File: src/rtl/irrigation_pkg.sv
// Shared types and constants for the irrigation timer and its synchronizer.
package irrigation_pkg;

   typedef enum logic [1:0] {
      IDLE = 2'd0,
      RUN  = 2'd1,
      DONE = 2'd2
   } timer_state_t;

   localparam int SYNC_STAGES = 2;

endpackage : irrigation_pkg

File: src/rtl/edge_sync.sv
// Brings an asynchronous level into the clk domain and flags each rising edge
// with a single-cycle pulse. Reusable for divided clocks and slow sensor inputs.
module edge_sync
   import irrigation_pkg::*;
(
   input  logic clk,
   input  logic rst,
   input  logic async_in,
   output logic rise
);

   logic [SYNC_STAGES-1:0] sync_q;
   logic                   prev_q;

   // NOTE: flops use non-blocking assignments so every stage samples the
   // pre-edge value of its neighbour; blocking here would collapse the chain.
   always_ff @(posedge clk or posedge rst) begin
      if (rst) begin
         sync_q <= '0;
         prev_q <= 1'b0;
      end else begin
         sync_q <= {sync_q[SYNC_STAGES-2:0], async_in};
         prev_q <= sync_q[SYNC_STAGES-1];
      end
   end

   assign rise = sync_q[SYNC_STAGES-1] & ~prev_q;

endmodule : edge_sync

File: src/rtl/irrigation_timer.sv
// Loadable countdown of slow-clock ticks driving the valve enable, with a
// one-cycle completion pulse. Outputs are decoded purely from registers.
module irrigation_timer
   import irrigation_pkg::*;
#(
   parameter int W = 8
) (
   input  logic         clk,
   input  logic         rst,
   input  logic         slow_clk_in,
   input  logic         start,
   input  logic [W-1:0] duration,
   input  logic         abort,
   output logic         busy,
   output logic         valve_on,
   output logic         done,
   output logic [W-1:0] remaining
);

   timer_state_t state_q, state_d;
   logic [W-1:0] remaining_q, remaining_d;
   logic         tick;

   edge_sync u_edge_sync (
      .clk      (clk),
      .rst      (rst),
      .async_in (slow_clk_in),
      .rise     (tick)
   );

   always_ff @(posedge clk or posedge rst) begin
      if (rst) begin
         state_q     <= IDLE;
         remaining_q <= '0;
      end else begin
         state_q     <= state_d;
         remaining_q <= remaining_d;
      end
   end

   // NOTE: every output of this block is given a default before the case so
   // that no path leaves it unassigned, which would otherwise infer a latch.
   always_comb begin
      state_d     = state_q;
      remaining_d = remaining_q;
      unique case (state_q)
         IDLE: begin
            if (start) begin
               if (duration != '0) begin
                  remaining_d = duration;
                  state_d     = RUN;
               end else begin
                  remaining_d = '0;
                  state_d     = DONE;
               end
            end
         end
         RUN: begin
            // abort wins over a coincident tick: no decrement, no done pulse
            if (abort) begin
               remaining_d = '0;
               state_d     = IDLE;
            end else if (tick) begin
               remaining_d = remaining_q - W'(1);
               if (remaining_q == W'(1)) begin
                  state_d = DONE;
               end
            end
         end
         DONE: begin
            state_d = IDLE;
         end
         default: begin
            state_d     = IDLE;
            remaining_d = '0;
         end
      endcase
   end

   assign busy      = (state_q == RUN);
   assign valve_on  = (state_q == RUN);
   assign done      = (state_q == DONE);
   assign remaining = remaining_q;

endmodule : irrigation_timer

File: config.mk
export PLATFORM = sky130hd
export DESIGN_NAME = irrigation_timer
export DESIGN_NICKNAME = d
export VERILOG_FILES = /design/src/rtl/irrigation_pkg.sv /design/src/rtl/edge_sync.sv /design/src/rtl/irrigation_timer.sv
export SDC_FILE = /design/constraint.sdc
export NUM_CORES = 1
export LEC_CHECK = 0
export CORE_UTILIZATION = 40
export DETAILED_ROUTE_END_ITERATION = 12
export PLACE_DENSITY_LB_ADDON = 0.15
export RECOVER_POWER = 100
export SYNTH_ARGS = -nofsm -noshare
export SYNTH_HDL_FRONTEND = slang
export SYNTH_SLANG_ARGS = --single-unit
File: constraint.sdc
create_clock -name clk -period 1.35 [get_ports clk]
set_input_delay 0.135 -clock clk [delete_from_list [all_inputs] [get_ports clk]]
set_output_delay 0.135 -clock clk [all_outputs]
set_load 0.05 [all_outputs]
# Word level (Yosys, flattened, before mapping)
# Cells that the tools add are included.
# totals
reg_bits	13
output_inout_bits	11
word_cells	29
input_bits	13
# op_classes
n_mux	11
eq_ne	6
addsub	1
bitwise_logic	3
reduce_logical	4
# ops
op	count
two-way mux 8 bit	4
case mux 8 bit (3 select lines)	1
two-way mux 2 bit	5
== test 8 x 1 -> 1 bit (second input constant)	1
nonzero test 8 bit	1
subtractor 8 x 1 -> 8 bit (second input constant)	1
!= test 3 x 2 -> 1 bit (second input constant)	2
AND reduction 3 bit	2
case mux 2 bit (2 select lines)	1
== test 2 x 1 -> 1 bit (second input constant)	1
== test 2 bit (second input constant)	1
logical NOT 2 bit	1
!= test 2 bit (second input constant)	1
inverter 1 bit	2
bitwise AND 1 bit	1

# Longest topological paths before layout
# logic_depth
depth_word	5
ltp_mapped	6
ltp_nobuf	6

# By module
# From an unflattened synthesis, not the netlist that was laid out.
# hier_totals
cells_unflattened	85
hier_area_um2	802.0
# by_module_without_submodules
module	instances	cells_per_inst	area_each_um2	seq_area_each_um2
irrigation_timer	1	80	709.4	250.2
edge_sync	1	5	92.6	75.1

# Least setup slack after synthesis
# No wires, ideal clock.
# synth_path
path_kind	register to register
start	reg state_q[0]
end	reg remaining_q[5] (netlist: remaining[5])
period_less_slack_ns	1.871
setup_ns	0.067
required_time_ns	1.283
slack_ns	-0.521
path_buffers	1
stages_incl_launch_ff	6
t_arrival_ns	1.804
path_cell_list	dfrtp_1 > buf_6 > nor2b_1 > a32o_2 > a21o_1 > a221o_1
# synth_between
elab_chain_len	3
elab_cells_between_ends	8
cone_classes	eq/ne (4); mux (1); bitwise (1); reduce/logical (2)
# synth_lines
item	line_no	source
from (decl)	irrigation_timer.sv:20	timer_state_t state_q, state_d;
from (signal assigned)	irrigation_timer.sv:36	state_q <= state_d;
== test 2 x 1 -> 1 bit *	n/a	
via busy	irrigation_timer.sv:14	output logic busy,
!= test 3 x 2 -> 1 bit (no source line)	n/a	
AND reduction 3 bit (no source line)	n/a	
to (signal assigned)	irrigation_timer.sv:37	remaining_q <= remaining_d;
to (decl)	irrigation_timer.sv:21	logic [W-1:0] remaining_q, remaining_d;
# Mark *: on every way through the listed nets, which the timed path passes. The rest lies on a longest branch.
# A chain may end at the register's enable or synchronous reset.

# Worst setup path in the final report
# layout_path
start	reg state_q[0]
end	reg remaining_q[7] (netlist: remaining[7])
# layout_between
elab_chain_len	3
elab_cells_between_ends	8
cone_classes	eq/ne (4); mux (1); bitwise (1); reduce/logical (2)
# layout_lines
item	line_no	source
== test 2 x 1 -> 1 bit, or another cell as far along	irrigation_timer.sv:46	unique case (state_q)
!= test 3 x 2 -> 1 bit (no source line), or another cell as far along	n/a	
AND reduction 3 bit (no source line)	n/a	
# Several ways; a longest one is shown, not always the timed one.

==> results.sh <==
export IMPL_synth_area_leader_cell="dfrtp_1"
export IMPL_vias=929
export IMPL_min_period_ns=1.51
export IMPL_overflow=0
export IMPL_cpPeakStageDelay_ns=0.44
export IMPL_power_per_cell_area_mw_per_mm2=2660
export IMPL_cts_sinks=13
export IMPL_multiInputGateArea_um2=460
export IMPL_p_total_uw=3730
export IMPL_synth_seq_cells=13
export IMPL_routabilityCongestion=0.877
export IMPL_max_freq_ghz=0.661
export IMPL_ir_drop_mv=1.90
export IMPL_synth_adder_area_share_pct=3.17
export IMPL_hold_viol=0
export IMPL_cp_cell_sequence="or3b_4, and4bb_1, a32oi_1, o21ai_1"
export IMPL_cts_made_buffers=3
export IMPL_drive_above_1_share_pct=44.9
export IMPL_design_area_mm2=0.00140
export IMPL_root_buffer="clkbuf_4"
export IMPL_muxShareOfSynthArea_pct=0
export IMPL_synthXorXnorAreaFrac_pct=0
export IMPL_synth_cells=83
export IMPL_start_kind="register"
export IMPL_ant_nets=0
export IMPL_htree_levels=1
export IMPL_nets=152
export IMPL_synth_cell_types=32
export IMPL_dp_hpwl_mm=1.84
export IMPL_die_w_um=46.4
export IMPL_worst_slack_ns=-0.164
export IMPL_synth_compound_area_share_pct=24.6
export IMPL_post_drt_via_cell_ratio=5.77
export IMPL_die_area_mm2=0.00216
export IMPL_drv_cap=0
export IMPL_dpl_cell_area_mm2=0.00133
export IMPL_yosys_warnings=0
export IMPL_synth_simple_area_share_pct=23.5
export IMPL_leakagePower_uw=0.000653
export IMPL_clk_pin_slew_ns=0.08
export IMPL_dr_pass1_iters=4
export IMPL_violations="negative setup slack"
export IMPL_fill_cells=142
export IMPL_clock_skew_final_ns=0.00471
export IMPL_syn_num_nets=98
export IMPL_postCtsHoldBufs=0
export IMPL_grt_pass1_wl_mm=4.11
export IMPL_synthTopCellsByArea="dfrtp_1 41%, a22o_1 4.4%, a32oi_1 4.4%"
export IMPL_start_util_pct=44.3
export IMPL_fin_crit_sh_pct=112
export IMPL_clk_latency_ns=0.29
export IMPL_status="finished, violations left"
export IMPL_worst_setup_path_end_kind="register"
export IMPL_tns_ns=-0.579
export IMPL_cp_required_ns=1.56
export IMPL_n_antenna_cell=0
export IMPL_cpMaxStageDelayCell="or3b_4"
export IMPL_synth_top_family_by_area="compound AO/OA/AOI/OAI gates"
export IMPL_drc=0
export IMPL_synth_top_area_share_pct=41.2
export IMPL_cts_tree="built"
export IMPL_arrival_ns=1.73
export IMPL_grt_use_total_pct=28.3
export IMPL_grt_max_degree=14
export IMPL_syn_area_per_cell_um2=9.51
export IMPL_die_y_um=46.4
export IMPL_rsz0062_at_grt="yes"
export IMPL_drtIter0Drc=29
export IMPL_antenna_found_initial=0
export IMPL_clk_path_buf_depth=2
export IMPL_seq_area_um2=332
export IMPL_syn_area_um2=790
export IMPL_finalMaxSlewViolations=0
export IMPL_crit_type="reg2reg"
export IMPL_avgRoutedWirePerCell_um=16.9
export IMPL_core_area_mm2=0.00178
export IMPL_fin_hold_ws_ns=0.304
export IMPL_rows=15
export IMPL_finalWirelength_mm=2.73
export IMPL_io_buffers=23
export IMPL_syn_to_final_growth_pct=77.8
export IMPL_ios=24
export IMPL_report_final_setup_viol=10
export IMPL_slew_headroom_pct=66.5
export IMPL_utilization_pct=78.7
export IMPL_ys_seq_area_share_pct=41.2
export IMPL_cp_max_fo=6
export IMPL_max_slew_worst_pin_slew_ns=0.502
export IMPL_min_path_type="in2async"
export IMPL_grt_pass1_vias=900
## per-stage QoR
step	std cells	setup WS, ns
CTS	160	-0.0655
detailed placement	152	-0.283
finish	161	-0.164
global placement	152	-0.228
floorplan	83	-0.148
global route	161	-0.227
## worst max-delay path, delay by kind of cell, from the launching register on
family	cells	cell delay [ns]
AND/OR/NAND/NOR	2	0.76
flip-flops	1	0.43
AO/OA/AOI/OAI	2	0.24
## layout by cell type (no fill, tap or decap), drive strengths merged
cell / n
and4b: 1
nor2b: 2
a311oi: 1
and2: 1
dlymetal6s2s: 1
nor3: 5
clkbuf: 8
a32o: 1
and4bb: 1
nor4: 3
a211o: 1
a211oi: 1
inv: 9
dfrtp: 13
a21o: 1
o21ai: 7
nand2b: 2
ha: 2
dlygate4sd3: 2
o22ai: 1
and2b: 1
a21oi: 4
nand2: 6
a32oi: 4
nand3: 1
a22o: 4
or3b: 1
a41oi: 1
clkdlybuf4s50: 10
nor2: 5
a221o: 1
buf: 35
## synthesized netlist by cell type (all sizes together)
cell type	count
a211o	1
a211oi	1
a21o	1
a21oi	4
a221o	1
a22o	4
a311oi	1
a32o	1
a32oi	4
a41oi	1
and2	1
and2b	1
and4b	1
and4bb	1
buf	3
dfrtp	13
ha	2
inv	9
nand2	6
nand2b	2
nand3	1
nor2	5
nor2b	2
nor3	5
nor4	3
o21ai	7
o22ai	1
or3b	1
## power breakdown
part	switching, µW	internal, µW	total, µW
Sequential	172	543	716
Clock	138	115	253
Combinational	1450	1310	2760
Total	1760	1970	3730
## metal layers
layer / global-route usage (%) / share of wire [%] / vias up
li1: - / - / 414
met1: 34.9 / 37 / 448
met2: 44.7 / 51 / 58
met3: 4.71 / 7.8 / 9
met4: 18.8 / 3.5 / 0
met5: 0 / 0 / -
## final timing paths
check                                           start  cells after the start                    end  slack, ns
worst max-delay path                       state_q[0]                      4           remaining[7]      -0.16
worst min-delay path                              rst                      2  u_edge_sync.sync_q[1]       0.30
worst max register to register             state_q[0]                      4           remaining[7]      -0.16
worst min register to register  u_edge_sync.sync_q[0]                      0  u_edge_sync.sync_q[1]       0.39
max in group asynchronous                         rst                      2           remaining[2]       0.68
min in group clk                u_edge_sync.sync_q[0]                      0  u_edge_sync.sync_q[1]       0.39
## registers in the layout (all words and copies together), names as in the netlist
name and flops:
u_edge_sync.prev_q 1, remaining 8, u_edge_sync.sync_q 2, state_q 2
## cell families (layout without fill, tap and decap cells)
group                      Yosys count  in the layout
AOI/OAI and AO/OA                   27             27
adders and majority gates            2              2
buffers and inverters               12             65
DFF                                 13             13
and+or+nand+nor                     29             29
## repair_timing
| item | CTS | global route |
|---|---|---|
| pin swaps | 6 | 4 |
| buffers inserted | 4 | 1 |
| setup endpoints to repair | 12 | 13 |
| resized for setup | 13 | 8 |
## cell type report
cell class / count / share of cell area, %
inverter: 9 / 2.41
clock buffer: 4 / 1.87
multi-input combinational: 58 / 32.8
tap: 25 / 2.23
timing repair buffer: 52 / 37.1
sequential: 13 / 23.6
(Power assumes the default switching activity.)
==> edit 1, RTL diff (config.mk and constraints unchanged) <==
Register the inputs `start`, `duration` and `abort` before use. The logic sees them one clock later.
--- a/src/rtl/irrigation_timer.sv
+++ b/src/rtl/irrigation_timer.sv
@@ -18,2 +18,12 @@
 );
+
+   logic start_q;
+   logic [W-1:0] duration_q;
+   logic abort_q;
+
+   always_ff @(posedge clk) begin
+      start_q    <= start;
+      duration_q <= duration;
+      abort_q    <= abort;
+   end
 
@@ -47,5 +57,5 @@
          IDLE: begin
-            if (start) begin
-               if (duration != '0) begin
-                  remaining_d = duration;
+            if (start_q) begin
+               if (duration_q != '0) begin
+                  remaining_d = duration_q;
                   state_d     = RUN;
@@ -59,3 +69,3 @@
             // abort wins over a coincident tick: no decrement, no done pulse
-            if (abort) begin
+            if (abort_q) begin
                remaining_d = '0;
Formal check against the unedited RTL: not equivalent (Yosys sat finds a counterexample within 4 cycles, from zero or initial values and one cycle with rst high).
==> edit 1 against the original RTL <==
  * Non-clock buffer count shrank 2
  * Largest power group unchanged
  * Synthesized area grew 23%
  * Highest routed layer unchanged
  * Setup slack lost 120 ps
  * Routed wire length shrank 1.8%
  * The run still ends with negative setup slack left
  * Via count grew 4.2%
  * Sequential cell count grew 10
  * Clock skew grew 2.7 ps
  * First-iteration DRC count grew 17%
  * Sequential power grew 37%
  * Combinational power grew 9.1%
  * Final area grew 19%
  * Power grew 16%
==> edit 1: results (changes against the original RTL) <==
- Yosys cell types: 31 (-3.1%)
- Worst stage delay on the critical path: 570 ps (+130 ps)
- Post-synthesis net count: 112 (+14%)
- Post-synth ARST share: 56.5% (-43 points)
- Run status: complete, but fails checks
- First-pass GRT wire length: 4220 um (+2.9%)
- Pleak: 0.732 nW (+12%)
- Worst Clk Skew: 7.37 ps (+2.66 ps)
- R2r startpoint: remaining[3]
- Final setup vio count: 12 (+2)
- Crit Path Max Fanout: 5 (-1)
- Post-layout nets: 163 (+7.2%)
- Worst Tran Pin Value: 493 ps (-9.04 ps)
- RD Place Congestion: 0.886 (+0.99%)
- Clock Latency Late Sink: 320 ps (+30 ps)
- FILL cells: 153 (+7.7%)
- DP Wirelength: 2000 um (+8.7%)
- Failing checks: negative setup slack
- Total GRT Usage: 22.4% (-5.9 points)
- Critical-path top delay cell: or4_4
- Vias per cell: 5.53 (-4.1%)
- Clock transition at path regs: 130 ps (+50 ps)
- Most frequent cells after synthesis: 13 x dfrtp_1, 10 x dfxtp_1, 9 x inv_1
- Dominant cells by area after synthesis: dfrtp_1 33%, dfxtp_1 21%, a22o_1 3.6%, o21ai_0 3.6%, inv_1 3.5%
- Routed Wire Length: 2680 um (-1.8%)
- Clock sinks: 23 (+10)
- DR iter-0 viols: 34 (+17%)
- Post-route worst setup slack: -287 ps (-123 ps)
-- edit 1: cell count changes in the layout (fill, tap and decap cells not counted), sizes merged, moves of 2 or more --
cell | before | now
buf | 35 | 33
dfxtp | 0 | 10
clkdlybuf4s50 | 10 | 0
dlygate4sd3 | 2 | 12
nor2 | 5 | 7
-- edit 1: metrics by stage --
stage | setup TNS, ps | worst slack (ps) | instance area (um^2) | instances
CTS | -962 | -268 | 1630 | 173
global placement | -910 | -226 | 1530 | 168
finish | -1340 | -287 | 1670 | 175
global route | -1810 | -352 | 1670 | 175
detailed placement | -1120 | -259 | 1530 | 168
floorplan | -1100 | -353 | 1000 | 97
-- edit 1: path summary, 6_finish.rpt --
path,depth (start not counted),slack (ps),endpoint
max in group asynchronous,2,730,remaining[3]
worst max-delay path,4,-290,remaining[7]
worst min-delay path,2,260,state_q[1]
worst max register to register,4,-290,remaining[7]
worst min register to register,0,360,u_edge_sync.sync_q[1]
min in group clk,1,350,duration_q[0]
-- edit 1: layer usage --
layer | vias to the layer above | global-route usage, % | share of wire (%) | wire [um]
met5 | - | 0 | 0 | 0
met4 | 0 | 11.7 | 3.6 | 97
met3 | 13 | 3.87 | 5.5 | 146
met2 | 54 | 38.5 | 51 | 1360
met1 | 450 | 26.3 | 40 | 1070
li1 | 451 | - | - | -
-- edit 1: cells by family (layout without fill, tap and decap cells) --
| kind of cell | count (synthesis) | after routing | share of synthesized area (%) |
|---|---|---|---|
| AOI/OAI and AO/OA | 27 | 27 | 20.9 |
| adders and majority gates | 2 | 2 | 2.57 |
| buffers and inverters | 13 | 63 | 5.52 |
| DFF | 23 | 23 | 53.9 |
| and+or+nand+nor | 32 | 32 | 17.1 |
-- edit 1: power by group --
group	switching, mW	internal [mW]	total, mW	leakage, nW
sequential	0.132	0.849	0.981	0.241
combinational	1.52	1.50	3.01	0.473
clock	0.214	0.111	0.325	0.0177
total	1.86	2.46	4.32	0.732
-- edit 1: critical path: cells and delay by family (launching register included) --
family,cells,cell delay (ps)
AOI/OAI and AO/OA,2,200
DFF,1,420
and+or+nand+nor,2,920
-- edit 1: area by class of cell --
cell class                 instances  share of cell area, %
timing repair buffer              50                   32.8
inverter                           9                   2.02
sequential                        23                   31.8
tap                               28                   2.09
clock buffer                       3                   1.35
clock inverter                     1                  0.299
multi-input combinational         61                   29.6
-- edit 1: what timing repair did --
action,4_1_cts,5_1_grt
pin swaps,4,2
setup buffers,1,3
endpoints found under the hold margin,0,0
gates resized for setup,20,10
gates cloned,0,0
setup endpoints to repair,13,14
==> edit 2, RTL diff (same settings) <==
Made on the original files. `W`: 8 -> 12.
--- a/src/rtl/irrigation_timer.sv
+++ b/src/rtl/irrigation_timer.sv
@@ -5,3 +5,3 @@
 #(
-   parameter int W = 8
+   parameter int W = 12
 ) (
Ports: changed (resized duration and remaining); port bits go from 24 to 32. The function was not compared with the original's and may differ.
==> edit 2 against the original RTL <==
  * The run still ends with negative setup slack left
  * Routed wire length up 85%
  * Final area up 55%
  * Setup slack worse by 290 ps
  * Sequential cell count up 4
  * Count of clock-buffer cells in the layout unchanged
  * Sequential power down 3%
  * Clock skew up 10 ps
  * Die area up 31%
  * Power down 22%
  * Synthesized area up 33%
  * Highest routed layer unchanged
==> edit 2: results (changes against the original RTL) <==
- Most frequent cells after synthesis: 17 x dfrtp_1, 7 x o21ai_0, 6 x a221o_1, 6 x nand2_1, 6 x nor2_1
- First-pass GRT wire length: 6180 um (+51%)
- Clock Latency Late Sink: 320 ps (+30 ps)
- Post-Synth Adder-Cell Area: 2.39% (-0.78 points)
- Register area share after synthesis: 40.6% (-0.63 points)
- DP Wirelength: 2670 um (+45%)
- Pleak: 0.918 nW (+40%)
- Layout cell share with drive strength beyond 1: 59.1% (+14 points)
- Area Growth Syn to Fin: 107%
- Dominant cells by area after synthesis: dfrtp_1 41%, a221o_1 5.7%, nor3b_2 3.6%, o21ai_0 3.3%, a22oi_1 2.9%
- Final setup vio count: 20 (+10)
- Dpl cell area: 0.00191 mm^2 (+44%)
- Peak VDD IR: 0.00110 V (-42%)
- Arr. time, crit path: 2030 ps (+300 ps)
- Routed Wire Length: 5050 um (+85%)
- Clock transition at path regs: 120 ps (+40 ps)
- Yosys warns: 0 (unchanged)
- Yosys cell types: 40 (+25%)
- Clock buffer depth: 2 (unchanged)
- Slew headroom: 32.8% (-34 points)
- Total GRT Usage: 31.4% (+3.1 points)
- Post-synthesis net count: 122 (+24%)
- Synth Area in XOR/XNOR: 2.51% (+2.5 points)
- Number of global-route vias before repair: 1,291 (+43%)
- Worst hold-check path type: reg -> reg
- FILL cells: 129 (-9.2%)
- Vias per cell: 6.27 (+8.7%)
- Worst Clk Skew: 15.2 ps (+10.5 ps)
- PortBufs: 31 (+35%)
- DR iter-0 viols: 91 (+210%)
- Internal: 1.67 mW (-15%)
- Compound-gate portion of the synthesized area: 19.2% (-5.4 points)
- Mux share of post-synthesis cell area: 0.955% (+0.95 points)
- Place WS: -360 ps (-77.7 ps)
- H-Tree Depth: 1 (unchanged)
- Largest net degree at the start of global routing: 18 (+4)
- Largest register FFs: 12 (+4)
- Post-layout nets: 213 (+40%)
- Post-route worst setup slack: -457 ps (-293 ps)
- RD Place Congestion: 0.815 (-7.0%)
- Failing checks: negative setup slack
- Run status: complete, but fails checks
- Post-synth ARST share: 100% (unchanged)
- Crit Path Max Fanout: 3 (-3)
==> edit 2: changes by cell type after synthesis, moves of 4 or more <==
cell     unedited run  this run
a221o_1             1         6
a22o_1              4         0
a22oi_1             0         4
a32oi_1             4         0
dfrtp_1            13        17
inv_1               9         4
nor3b_1             0         4
==> edit 2: final cells by class <==
| cell class | count | share of cell area, % |
|---|---|---|
| Timing Repair Buffer | 89 | 42.0 |
| Clock buffer | 4 | 1.21 |
| Multi-Input combinational cell | 79 | 34.2 |
| Tap cell | 30 | 1.73 |
| Sequential cell | 17 | 20.1 |
| Inverter | 4 | 0.690 |
==> edit 2: power by group through the flow <==
stage | logic, mW | registers [mW] | clock network (mW)
floorplan | 0.412 | 0.953 | 0
global placement | 1.49 | 0.678 | 0
detailed placement | 1.52 | 0.681 | 0
CTS | 1.69 | 0.672 | 0.292
global route | 1.96 | 0.698 | 0.323
finish | 1.89 | 0.698 | 0.310
==> edit 2: path summary, 6_finish.rpt <==
check | from | endpoint | slack (ps) | cells after the start
worst min register to register | u_edge_sync.sync_q[0] | u_edge_sync.sync_q[1] | 360 | 0
max in group asynchronous | rst | remaining[8] | 250 | 3
worst min-delay path | u_edge_sync.sync_q[0] | u_edge_sync.sync_q[1] | 360 | 0
min in group asynchronous | rst | remaining[7] | 420 | 3
worst max register to register | remaining[6] | state_q[1] | -460 | 4
worst max-delay path | remaining[6] | state_q[1] | -460 | 4
==> edit 2: worst max-delay path: stages, from the launching register on <==
cell and delay (ps):
dfrtp_2 470, nor4_4 370, nand2_1 120, or4b_1 550
a21oi_2 210
==> edit 2: cell families after synthesis <==
group,Yosys count
DFF,17
buffers and inverters,7
adders and majority gates,2
muxes,1
and+or+nand+nor,46
AOI/OAI and AO/OA,27
xor gates and xnor gates,3
==> edit 2: stage by stage <==
stage	hold WS [ps]	setup TNS, ps	instances
after floorplan	60.4	-2310	103
after global placement	340	-3490	207
after detailed placement	343	-3990	207
after CTS	168	-2820	218
after global routing	368	-5210	223
final	364	-4600	223
==> edit 2: layer usage <==
metal	share of wire, %	GRT usage (%)	up-vias
met3	11	5.75	37
met5	0	0	-
met4	6.6	10.1	0
met1	36	38.4	670
li1	-	-	578
met2	46	54.4	114
==> edit 2: what timing repair did <==
action	4_1_cts	5_1_grt
cloned	0	0
setup endpoints to repair	17	17
pin swaps	5	10
buffers inserted	7	6
gates resized for setup	21	18
